[config.mk]
export PLATFORM = sky130hd
export DESIGN_NAME = cv32e41s_pmp_csr_ctrl_flat
export DESIGN_NICKNAME = d
export VERILOG_FILES = /design/src/rtl/cv32e41s_pkg.sv /design/src/rtl/cv32e41s_pmp_csr_ctrl_if.sv /design/src/rtl/cv32e41s_pmp_cfg_legalizer.sv /design/src/rtl/cv32e41s_pmp_csr_ctrl.sv /design/src/flat_wrapper.sv
export SDC_FILE = /design/constraint.sdc
export NUM_CORES = 2
export LEC_CHECK = 0
export ABC_AREA = 0
export CAP_MARGIN = 20
export CORE_AREA = 2 2 487 489
export CTS_BUF_LIST = sky130_fd_sc_hd__clkbuf_2 sky130_fd_sc_hd__clkbuf_4 sky130_fd_sc_hd__clkbuf_8
export DETAILED_ROUTE_END_ITERATION = 16
export DIE_AREA = 0 0 489 491
export GPL_TIMING_DRIVEN = 0
export PLACE_DENSITY = 0.36
export SLEW_MARGIN = 30
export SYNTH_ARGS = -nofsm -noshare
export SYNTH_HDL_FRONTEND = slang
export SYNTH_SLANG_ARGS = --single-unit
[constraint.sdc]
create_clock -name clk -period 2.8 [get_ports clk]
set_input_delay 0.56 -clock clk [delete_from_list [all_inputs] [get_ports clk]]
set_output_delay 0.56 -clock clk [all_outputs]
set_load 0.05 [all_outputs]
[src/rtl/cv32e41s_pkg.sv]
// rtl/cv32e41s_pkg.sv - shared PMP/PMR types, CSR addresses and cfg legalisation
package cv32e41s_pkg;

  localparam int PMP_MAX_REGIONS = 16;

  localparam logic [1:0] PMP_MODE_OFF   = 2'b00;
  localparam logic [1:0] PMP_MODE_TOR   = 2'b01;
  localparam logic [1:0] PMP_MODE_NA4   = 2'b10;
  localparam logic [1:0] PMP_MODE_NAPOT = 2'b11;

  localparam logic [11:0] CSR_PMPCFG0     = 12'h3A0;
  localparam logic [11:0] CSR_PMPADDR0    = 12'h3B0;
  localparam logic [11:0] CSR_PMRADDROFF0 = 12'hBC0;
  localparam logic [11:0] CSR_MSECCFG     = 12'h747;

  localparam int MSECCFG_MML_BIT  = 0;
  localparam int MSECCFG_MMWP_BIT = 1;
  localparam int MSECCFG_RLB_BIT  = 2;

  typedef enum logic [0:0] {
    PMR_EN_NONE = 1'b0,
    PMR_EN_ALL  = 1'b1
  } pmr_en_e;

  typedef enum logic [0:0] {
    CTRL_IDLE   = 1'b0,
    CTRL_COMMIT = 1'b1
  } ctrl_state_e;

  typedef struct packed {
    logic       lock;
    logic [1:0] reserved;
    logic [1:0] mode;
    logic       exec;
    logic       write;
    logic       read;
  } pmpncfg_t;

  typedef struct packed {
    logic rlb;
    logic mmwp;
    logic mml;
  } mseccfg_t;

  typedef struct packed {
    pmpncfg_t [PMP_MAX_REGIONS-1:0]        cfg;
    logic     [PMP_MAX_REGIONS-1:0][31:0]  addr;
    logic     [PMP_MAX_REGIONS-1:0][31:0]  pmraddroff;
    mseccfg_t                              mseccfg;
  } pmp_csr_t;

  // Returns the old byte whenever the write must be dropped as a whole.
  function automatic pmpncfg_t pmpcfg_legalize(pmpncfg_t old_cfg, logic [7:0] wr_byte,
                                               logic mml, logic rlb, logic locked, int g);
    pmpncfg_t n;
    logic     shared;
    n      = pmpncfg_t'(wr_byte);
    shared = !n.read && n.write;
    if (locked || (shared && !mml) || (mml && !rlb && n.lock && n.exec && !shared)) begin
      n = old_cfg;
    end else begin
      n.reserved = 2'b00;
      if (g >= 1 && n.mode == PMP_MODE_NA4) n.mode = PMP_MODE_OFF;
    end
    return n;
  endfunction

endpackage

[src/rtl/cv32e41s_pmp_csr_ctrl_if.sv]
// rtl/cv32e41s_pmp_csr_ctrl_if.sv - CSR write request/response bus
interface cv32e41s_pmp_csr_ctrl_if;
  logic        wr_valid_i;
  logic        wr_ready_o;
  logic [11:0] wr_addr_i;
  logic [31:0] wr_data_i;
  logic        wr_done_o;
  logic        wr_err_o;

  modport master (output wr_valid_i, wr_addr_i, wr_data_i,
                  input  wr_ready_o, wr_done_o, wr_err_o);
  modport slave  (input  wr_valid_i, wr_addr_i, wr_data_i,
                  output wr_ready_o, wr_done_o, wr_err_o);
endinterface

[src/rtl/cv32e41s_pmp_cfg_legalizer.sv]
// rtl/cv32e41s_pmp_cfg_legalizer.sv - WARL legalisation of one pmpcfg byte
module cv32e41s_pmp_cfg_legalizer
  import cv32e41s_pkg::*;
#(
  parameter int PMP_GRANULARITY = 0
) (
  input  pmpncfg_t   old_cfg_i,
  input  logic [7:0] wr_byte_i,
  input  logic       mml_i,
  input  logic       rlb_i,
  input  logic       locked_i,
  output pmpncfg_t   cfg_o
);
  assign cfg_o = pmpcfg_legalize(old_cfg_i, wr_byte_i, mml_i, rlb_i, locked_i, PMP_GRANULARITY);
endmodule

[src/rtl/cv32e41s_pmp_csr_ctrl.sv]
// rtl/cv32e41s_pmp_csr_ctrl.sv - PMP/PMR CSR owner: write commit FSM, lock rules, read-back
module cv32e41s_pmp_csr_ctrl
  import cv32e41s_pkg::*;
#(
  parameter int      PMP_NUM_REGIONS = 16,
  parameter int      PMP_GRANULARITY = 0,
  parameter pmr_en_e PMR_ENABLE      = PMR_EN_NONE
) (
  input  logic                    clk,
  input  logic                    rst,
  cv32e41s_pmp_csr_ctrl_if.slave  wr_bus,
  input  logic [11:0]             rd_addr_i,
  output logic [31:0]             rd_data_o,
  output pmp_csr_t                csr_pmp_o,
  output logic                    any_locked_o
);

  localparam logic [4:0]  NUM_REGIONS = 5'(PMP_NUM_REGIONS);
  localparam logic [31:0] NAPOT_ONES  = ((32'd1 << PMP_GRANULARITY) - 32'd1) >> 1;
  localparam logic [31:0] TOR_ZEROS   = (32'd1 << PMP_GRANULARITY) - 32'd1;

  ctrl_state_e              state_q, state_d;
  logic [11:0]              addr_q;
  logic [31:0]              data_q;
  pmpncfg_t [15:0]          cfg_q, cfg_d;
  logic     [15:0][31:0]    paddr_q, paddr_d, pmr_q, pmr_d;
  mseccfg_t                 msec_q, msec_d;
  pmpncfg_t [3:0]           leg_cfg;
  logic     [15:0]          locked, addr_ro;
  logic                     hit_cfg, hit_addr, hit_pmr, hit_msec;
  logic     [31:0]          addr_view;

  function automatic logic implemented(logic [3:0] idx);
    return {1'b0, idx} < NUM_REGIONS;
  endfunction

  assign hit_cfg  = addr_q[11:2] == CSR_PMPCFG0[11:2];
  assign hit_addr = addr_q[11:4] == CSR_PMPADDR0[11:4];
  assign hit_pmr  = addr_q[11:4] == CSR_PMRADDROFF0[11:4];
  assign hit_msec = addr_q == CSR_MSECCFG;

  // pmpaddr[i] is also frozen when the entry above uses it as a locked TOR base.
  always_comb begin
    any_locked_o = 1'b0;
    for (int i = 0; i < 16; i++) begin
      locked[i]    = cfg_q[i].lock && !msec_q.rlb;
      any_locked_o = any_locked_o | cfg_q[i].lock;
    end
    addr_ro = locked;
    for (int i = 0; i < 15; i++) begin
      if (cfg_q[i+1].lock && cfg_q[i+1].mode == PMP_MODE_TOR && !msec_q.rlb) addr_ro[i] = 1'b1;
    end
  end

  for (genvar k = 0; k < 4; k++) begin : g_lane
    logic [3:0] idx;
    assign idx = {addr_q[1:0], 2'(k)};
    cv32e41s_pmp_cfg_legalizer #(.PMP_GRANULARITY(PMP_GRANULARITY)) u_legalizer (
      .old_cfg_i (cfg_q[idx]),
      .wr_byte_i (data_q[8*k +: 8]),
      .mml_i     (msec_q.mml),
      .rlb_i     (msec_q.rlb),
      .locked_i  (locked[idx]),
      .cfg_o     (leg_cfg[k])
    );
  end

  always_ff @(posedge clk) begin
    if (rst) begin
      state_q <= CTRL_IDLE;
      addr_q  <= '0;
      data_q  <= '0;
      cfg_q   <= '0;
      paddr_q <= '0;
      pmr_q   <= '0;
      msec_q  <= '0;
    end else begin
      state_q <= state_d;
      cfg_q   <= cfg_d;
      paddr_q <= paddr_d;
      pmr_q   <= pmr_d;
      msec_q  <= msec_d;
      if (wr_bus.wr_valid_i && wr_bus.wr_ready_o) begin
        addr_q <= wr_bus.wr_addr_i;
        data_q <= wr_bus.wr_data_i;
      end
    end
  end

  always_comb begin
    state_d = state_q;
    case (state_q)
      CTRL_IDLE:   if (wr_bus.wr_valid_i) state_d = CTRL_COMMIT;
      CTRL_COMMIT: state_d = CTRL_IDLE;
      default:     state_d = CTRL_IDLE;
    endcase
  end

  always_comb begin
    wr_bus.wr_ready_o = (state_q == CTRL_IDLE) && !rst;
    wr_bus.wr_done_o  = (state_q == CTRL_COMMIT) && !rst;
    wr_bus.wr_err_o   = wr_bus.wr_done_o && !(hit_cfg || hit_addr || hit_pmr || hit_msec);
  end

  // Register next-state; all lock checks see the pre-write register values.
  always_comb begin
    cfg_d   = cfg_q;
    paddr_d = paddr_q;
    pmr_d   = pmr_q;
    msec_d  = msec_q;
    if (state_q == CTRL_COMMIT) begin
      if (hit_cfg) begin
        for (int k = 0; k < 4; k++) begin
          if (implemented({addr_q[1:0], 2'(k)})) cfg_d[{addr_q[1:0], 2'(k)}] = leg_cfg[k];
        end
      end
      if (hit_addr && implemented(addr_q[3:0]) && !addr_ro[addr_q[3:0]]) begin
        paddr_d[addr_q[3:0]] = data_q;
      end
      if (hit_pmr && PMR_ENABLE != PMR_EN_NONE && implemented(addr_q[3:0]) && !locked[addr_q[3:0]]) begin
        pmr_d[addr_q[3:0]] = data_q;
      end
      if (hit_msec) begin
        msec_d.mml  = msec_q.mml  | data_q[MSECCFG_MML_BIT];
        msec_d.mmwp = msec_q.mmwp | data_q[MSECCFG_MMWP_BIT];
        msec_d.rlb  = data_q[MSECCFG_RLB_BIT] && (msec_q.rlb || !any_locked_o);
      end
    end
  end

  always_comb begin
    addr_view = paddr_q[rd_addr_i[3:0]];
    if (cfg_q[rd_addr_i[3:0]].mode == PMP_MODE_NAPOT) addr_view = addr_view | NAPOT_ONES;
    else if (!cfg_q[rd_addr_i[3:0]].mode[1])          addr_view = addr_view & ~TOR_ZEROS;
    rd_data_o = '0;
    if (rd_addr_i[11:2] == CSR_PMPCFG0[11:2]) begin
      rd_data_o = {cfg_q[{rd_addr_i[1:0], 2'd3}], cfg_q[{rd_addr_i[1:0], 2'd2}],
                   cfg_q[{rd_addr_i[1:0], 2'd1}], cfg_q[{rd_addr_i[1:0], 2'd0}]};
    end else if (rd_addr_i[11:4] == CSR_PMPADDR0[11:4]) begin
      rd_data_o = addr_view;
    end else if (rd_addr_i[11:4] == CSR_PMRADDROFF0[11:4]) begin
      rd_data_o = pmr_q[rd_addr_i[3:0]];
    end else if (rd_addr_i == CSR_MSECCFG) begin
      rd_data_o = {29'd0, msec_q};
    end
  end

  assign csr_pmp_o = '{cfg: cfg_q, addr: paddr_q, pmraddroff: pmr_q, mseccfg: msec_q};

endmodule
[src/flat_wrapper.sv]
// flat-port wrapper written by rule: the top's interface ports become plain ports
module cv32e41s_pmp_csr_ctrl_flat import cv32e41s_pkg::*;
#(
  parameter int      PMP_NUM_REGIONS = 16,
  parameter int      PMP_GRANULARITY = 0,
  parameter pmr_en_e PMR_ENABLE      = PMR_EN_NONE
)
  (clk, rst, rd_addr_i, rd_data_o, csr_pmp_o, any_locked_o, wr_bus_wr_valid_i, wr_bus_wr_addr_i, wr_bus_wr_data_i, wr_bus_wr_ready_o, wr_bus_wr_done_o, wr_bus_wr_err_o);
  cv32e41s_pmp_csr_ctrl_if wr_bus_i ();
  input  logic clk;
  input  logic rst;
  input  logic [11:0] rd_addr_i;
  output logic [31:0] rd_data_o;
  output pmp_csr_t csr_pmp_o;
  output logic any_locked_o;
  input wire logic [$bits(wr_bus_i.wr_valid_i)-1:0] wr_bus_wr_valid_i;
  input wire logic [$bits(wr_bus_i.wr_addr_i)-1:0] wr_bus_wr_addr_i;
  input wire logic [$bits(wr_bus_i.wr_data_i)-1:0] wr_bus_wr_data_i;
  output wire logic [$bits(wr_bus_i.wr_ready_o)-1:0] wr_bus_wr_ready_o;
  output wire logic [$bits(wr_bus_i.wr_done_o)-1:0] wr_bus_wr_done_o;
  output wire logic [$bits(wr_bus_i.wr_err_o)-1:0] wr_bus_wr_err_o;
  assign wr_bus_i.wr_valid_i = wr_bus_wr_valid_i;
  assign wr_bus_i.wr_addr_i = wr_bus_wr_addr_i;
  assign wr_bus_i.wr_data_i = wr_bus_wr_data_i;
  assign wr_bus_wr_ready_o = wr_bus_i.wr_ready_o;
  assign wr_bus_wr_done_o = wr_bus_i.wr_done_o;
  assign wr_bus_wr_err_o = wr_bus_i.wr_err_o;
  cv32e41s_pmp_csr_ctrl #(.PMP_NUM_REGIONS(PMP_NUM_REGIONS), .PMP_GRANULARITY(PMP_GRANULARITY), .PMR_ENABLE(PMR_ENABLE)) u_core (.clk(clk), .rst(rst), .wr_bus(wr_bus_i), .rd_addr_i(rd_addr_i), .rd_data_o(rd_data_o), .csr_pmp_o(csr_pmp_o), .any_locked_o(any_locked_o));
endmodule
After elaboration in Yosys (flattened, before gate mapping)
Memories as Yosys holds them, arrays and structs flattened.
Index checks and enable logic that the tools add are counted.
{"block": "word_totals", "ff_bits": 688, "mem_bits_ro": 512, "word_cells": 365, "mem_count": 1}
{"memory": "(no name shown)", "depth": 16, "word_bits": 32, "rd": 1, "rd_clocked_by_memory_dff": 0, "wr": 0, "line_no": "cv32e41s_pmp_csr_ctrl.sv:142", "source": "rd_data_o = pmr_q[rd_addr_i[3:0]];"}
{"block": "op_classes", "order_cmp": 15, "n_eq_ne": 23, "mux": 83, "n_bitwise": 18, "n_reduce_logical": 107}
{"operator": "$mux W128", "n": 6}
{"operator": "$bwmux W128", "n": 4}
{"operator": "$bwmux W512", "n": 1}
{"operator": "$mux W32", "n": 6}
{"operator": "$bmux W32 S4", "n": 1}
{"operator": "$bmux W8 S2", "n": 8}
{"operator": "$demux W32 S4", "n": 1}
{"operator": "$mux W8", "n": 12}
{"operator": "$logic_and A1 B1 Y1", "n": 78}
{"operator": "$demux W8 S2", "n": 4}
{"operator": "$lt A4 B5 Y1 const B", "n": 10}
{"operator": "$eq A2 B1 Y1 const B", "n": 15}
{"operator": "$mux W1", "n": 25}
{"operator": "$eq A12 B11 Y1 const B", "n": 2}
{"operator": "$eq A10 B8 Y1 const B", "n": 2}
{"operator": "$ge A4 B1 Y1 const B", "n": 5}
{"operator": "$mux W5", "n": 4}
{"operator": "$or A1 B1 Y1", "n": 17}
{"operator": "$eq A8 B6 Y1 const B", "n": 2}
{"operator": "$eq A8 B8 Y1 const B", "n": 2}
{"operator": "$logic_not A1 Y1", "n": 14}
{"operator": "$logic_or A1 B1 Y1", "n": 12}
{"operator": "$bmux W1 S2", "n": 4}
{"operator": "$mux W2", "n": 4}
{"operator": "5 further kinds", "n": 7}

Depth between registers and ports, before layout
{"block": "logic_depth", "word_depth": 18, "ltp_mapped": 9, "ltp_nobuf": 5}

Modules after synthesis
A second synthesis with hierarchy kept.
{"block": "unflattened", "cells_unflattened": 3920, "hier_area_um2": 34901.0}
{"mod": "cv32e41s_pmp_csr_ctrl", "n_inst": 1, "cells_per_inst": 3844, "area_each_um2": 34195.3}
{"mod": "cv32e41s_pmp_cfg_legalizer", "n_inst": 4, "cells_per_inst": 19, "area_each_um2": 176.4}

Worst setup path after synthesis
No wires, ideal clock.
{"block": "synth_path", "path_type": "input -> output", "from": "input rst", "to": "output wr_bus_wr_err_o", "arrival_ns": 2.624, "required_ns": 2.240, "setup_slack_ns": -0.384, "cell_stages": 5, "n_path_buf": 2, "cell_sequence": "clkbuf_1 clkbuf_1 nor2b_1 nand3_1 a31oi_1"}
{"block": "synth_between", "elab_chain_len": 3}
{"item": "from (decl)", "line_no": "flat_wrapper.sv:11", "source": "input logic rst;"}
{"item": "$logic_not A1 Y1", "line_no": "cv32e41s_pmp_csr_ctrl.sv:101", "source": "wr_bus.wr_done_o = (state_q == CTRL_COMMIT) && !rst;"}
{"item": "$logic_and A1 B1 Y1", "line_no": "cv32e41s_pmp_csr_ctrl.sv:101"}
{"item": "net wr_bus_wr_done_o", "line_no": "flat_wrapper.sv:20", "source": "output wire logic [$bits(wr_bus_i.wr_done_o)-1:0] wr_bus_wr_done_o;"}
{"item": "$logic_and A1 B1 Y1", "line_no": "cv32e41s_pmp_csr_ctrl.sv:102", "source": "wr_bus.wr_err_o = wr_bus.wr_done_o && !(hit_cfg || hit_addr || hit_pmr || hit_msec);"}
{"item": "to (decl)", "line_no": "flat_wrapper.sv:21", "source": "output wire logic [$bits(wr_bus_i.wr_err_o)-1:0] wr_bus_wr_err_o;"}
The timed path passes the listed nets, and every way through them passes these cells.

Worst setup path in the final report
{"block": "layout_path", "from": "register u_core.paddr_q (netlist bit u_core.csr_pmp_o[868])", "to": "output rd_data_o[1]"}
{"block": "layout_between", "elab_chain_len": 4}
{"item": "from (decl)", "line_no": "cv32e41s_pmp_csr_ctrl.sv:26", "source": "logic [15:0][31:0] paddr_q, paddr_d, pmr_q, pmr_d;"}
{"item": "from (signal assigned)", "line_no": "cv32e41s_pmp_csr_ctrl.sv:80", "source": "paddr_q <= paddr_d;"}
{"item": "$bmux W32 S4", "line_no": "cv32e41s_pmp_csr_ctrl.sv:132", "source": "addr_view = paddr_q[rd_addr_i[3:0]];"}
{"item": "$mux W32 (not written as such)", "line_no": "cv32e41s_pmp_csr_ctrl.sv:132"}
{"item": "$mux W32", "line_no": "cv32e41s_pmp_csr_ctrl.sv:139", "source": "end else if (rd_addr_i[11:4] == CSR_PMPADDR0[11:4]) begin"}
{"item": "$mux W32", "line_no": "cv32e41s_pmp_csr_ctrl.sv:136", "source": "if (rd_addr_i[11:2] == CSR_PMPCFG0[11:2]) begin"}
{"item": "to (decl)", "line_no": "flat_wrapper.sv:13", "source": "output logic [31:0] rd_data_o;"}
Every way passes these cells. The select of a mux whose other input is x is not followed.

==> run metrics <==
status complete, but fails checks; violated checks negative setup slack; Ports 1250; GRT Residual Overflow 0; H-tree depth 4; Placer Congestion 0.866; min Tclk post-route 3.35 ns; Max Freq 298 MHz; first-pass GRT wire length 324000 um; final instance area 54700 um^2; hold_buf cts 0; vias post-DR 31800; Primary FF master, synth dfxtp_1; drc violations 0; IO Port Bufs 733; critical path, cell by cell mux2i_1 > mux4_2 > o22ai_2 > o22a_1 > buf_6; Seq cells post-synth 688; die area 240000 um^2; Worst path max stage delay 0.66 ns; Worst Path Arrival 2.79 ns; Pint 0.0175 W; Cell Rows 178; max-slew violations 0; Total Power Consumption 0.0260 W; CTS tree done; clk root buf clkbuf_8; Detailed Route WL 255000 um; Switching Share 0.325; Lkg Pwr 25.6 nW; Worst EP required 2.24 ns; max_slew headroom 0.319; Cell Area, Placed 49400 um^2; maxcap violations 0; Std-Cell Core Area 235000 um^2; antenna violations before repair 48; combinational power share 0.143; initial core utilization 0.153; slowest cell on the critical path mux4_2; largest fanout on the critical path 2; Worst Reg-to-Reg Cells 6; CP Capture Type output port; reg-to-reg startpoint u_core.addr_q[1]; largest net degree at the start of global routing 17; total CTS buffers 148; Final Setup Violations 33; drt wl/cell 31.0 um; Worst Path Buf+Inv 1; worst hold start wr_bus_wr_addr_i[0]; Final ANT Viol Nets 0; register share of total power 0.383; GRT Total Usage 0.205; maximum buffer depth of the clock tree 3; clk_skew 0.0759 ns; Gate Count Post-Synth 3457; clock transition at the registers of the reported paths 0.06 ns; r2r setup slk 0.06 ns; Seq/Total Area, Yosys 0.385; clock share of power 0.474; vias per cell 3.86; synthesized area 35800 um^2; Hold Violations, Final 0; Synth cell types 57; Net Switching 0.00845 W; layout cells sized above 1 0.308; WS Path Type reg2out; Avg Inst Size Synth 10.4 um^2; crit-path leading delay family multiplexers; Hold Path End u_core.addr_q[0]; Hold WS 0.217 ns; vias in the first global route 30900; VDD IR max 0.000371 V; Pwr per Cell Area 475 nW/um^2; min-delay worst type in2reg; fin worst setup slack -0.553 ns; P&R area growth vs syn 52.7%; Crit path depth 5; reg2reg end u_core.csr_pmp_o[1103]; die height 491 um; die width 489 um; router iterations before antenna repair 5; EDFF count, synth 0; part of the cycle the worst path needs 1.20; actual slew at the worst max-slew pin 1.02 ns; Detailed Place HPWL 210000 um; hold depth 3; FFs w/ async S/R, synth 0; clock sink total 688; RSZ-0062 raised after global routing true; Nets 5023; startpoint type of the worst setup path flop; DR iter-0 viols 2288; clock insertion delay at the later pin of the skew report 0.97 ns; Yosys warning count 0
[placed cells by master (no fill, tap or decap), types with 29 or more instances in the layout]
| master | instances |
|---|---|
| a211oi_1 | 94 |
| clkbuf_8 | 178 |
| nand2_1 | 114 |
| nand2b_1 | 466 |
| buf_4 | 663 |
| dfxtp_2 | 94 |
| nor2_1 | 158 |
| buf_6 | 43 |
| mux2i_4 | 42 |
| dlygate4sd2_1 | 569 |
| dfxtp_4 | 29 |
| dfxtp_1 | 565 |
| clkbuf_1 | 116 |
| mux2i_1 | 471 |
| buf_2 | 45 |
| clkbuf_2 | 39 |
| conb_1 | 512 |
| clkbuf_4 | 53 |
| a21oi_1 | 41 |
| o21ai_0 | 112 |
| mux4_2 | 189 |
| clkdlybuf4s50_1 | 79 |
| nand3b_1 | 68 |
[per-stage QoR]
| stage | cells | util | worst slack, ns | setup TNS [ns] |
|---|---|---|---|---|
| after detailed placement | 7865 | 0.211 | -2.81 | -305.88 |
| after floorplan | 3968 | - | -0.0765 | -0.383 |
| after global routing | 8223 | 0.233 | -0.673 | -17.00 |
| final | 8230 | 0.233 | -0.553 | -14.10 |
| after global placement | 7851 | 0.209 | -3.42 | -751.13 |
| after CTS | 8207 | 0.232 | -0.682 | -17.07 |
[power groups by stage]
stage | Clock [W] | Combinational (W) | Sequential [W]
global route | 0.0130 | 0.00386 | 0.00995
CTS | 0.0126 | 0.00370 | 0.00996
global placement | 0 | 0.00357 | 0.0102
finish | 0.0123 | 0.00371 | 0.00996
detailed placement | 0 | 0.00360 | 0.0102
floorplan | 0 | 0.00278 | 0.0101
[routing by layer]
| metal | track usage | part of all wire | vias to the layer above |
|---|---|---|---|
| li1 | - | - | 14100 |
| met1 | 0.245 | 0.40 | 15900 |
| met2 | 0.349 | 0.48 | 1457 |
| met3 | 0.0731 | 0.093 | 250 |
| met4 | 0.0482 | 0.024 | 38 |
| met5 | 0 | 0.0010 | - |
[Yosys cell counts (5+ instances only)]
cell type / n / area share
a211oi_1: 94 / 0.020
a21o_1: 19 / 0.0040
a21oi_1: 41 / 0.0057
and3b_1: 5 / 0.0012
and4_1: 5 / 0.0012
buf_1: 17 / 0.0018
buf_2: 60 / 0.0084
buf_4: 550 / 0.12
clkbuf_1: 160 / 0.017
dfxtp_1: 688 / 0.38
inv_1: 13 / 0.0014
mux2i_1: 521 / 0.15
mux4_2: 189 / 0.12
nand2_1: 126 / 0.013
nand2b_1: 466 / 0.081
nand3_1: 10 / 0.0014
nand3b_1: 68 / 0.014
nand4_1: 8 / 0.0014
nand4b_1: 9 / 0.0022
nor2_1: 164 / 0.017
nor2b_1: 11 / 0.0019
nor3_1: 6 / 0.00084
o21ai_0: 112 / 0.016
o221ai_1: 12 / 0.0029
o22ai_1: 46 / 0.0080
[worst max path at each step]
| stage | end | from | slack (ns) |
|---|---|---|---|
| after floorplan | rd_data_o[25] | rd_addr_i[3] | -0.08 |
| after global placement | rd_data_o[24] | rd_addr_i[1] | -3.42 |
| after detailed placement | rd_data_o[25] | rd_addr_i[11] | -2.81 |
| after CTS | rd_data_o[11] | u_core.csr_pmp_o[622] | -0.68 |
| after global routing | rd_data_o[1] | u_core.csr_pmp_o[868] | -0.67 |
| final | rd_data_o[1] | u_core.csr_pmp_o[868] | -0.55 |
[logic make-up after synthesis]
family / after synthesis / synth area share
compound gates: 351 / 0.0635
simple gates: 902 / 0.142
flops: 688 / 0.385
buf+inv: 802 / 0.144
other cells: 1 / 0.000105
mux: 713 / 0.266
[repair_timing]
action,CTS,global route
pin swaps,52,24
setup endpoints to repair,1012,98
resized for setup,1350,63
cloned,1,0
setup buffers,88,13
[tightest hold or removal path: stages]
cell and delay [ns]:
clkdlybuf4s50_1 0.40, nand2_1 0.07, o31ai_1 0.06
[flip-flops by register name (all words and copies together), names as in the netlist]
name              count
u_core.state_q        1
u_core.addr_q        12
u_core.data_q        32
u_core.csr_pmp_o    643
[area by class of cell]
| type | count | area [um^2] |
|---|---|---|
| fill | 25600 | 180000 |
| multi-input combinational | 2478 | 20200 |
| sequential | 688 | 14000 |
| timing repair buffer | 849 | 7830 |
| buffer | 786 | 5470 |
| tap | 3150 | 3940 |
| clock buffer | 226 | 2790 |
| clock inverter | 30 | 370 |
| inverter | 13 | 52.6 |
| antenna | 10 | 25.0 |
Power figures use the tool's default switching activity.
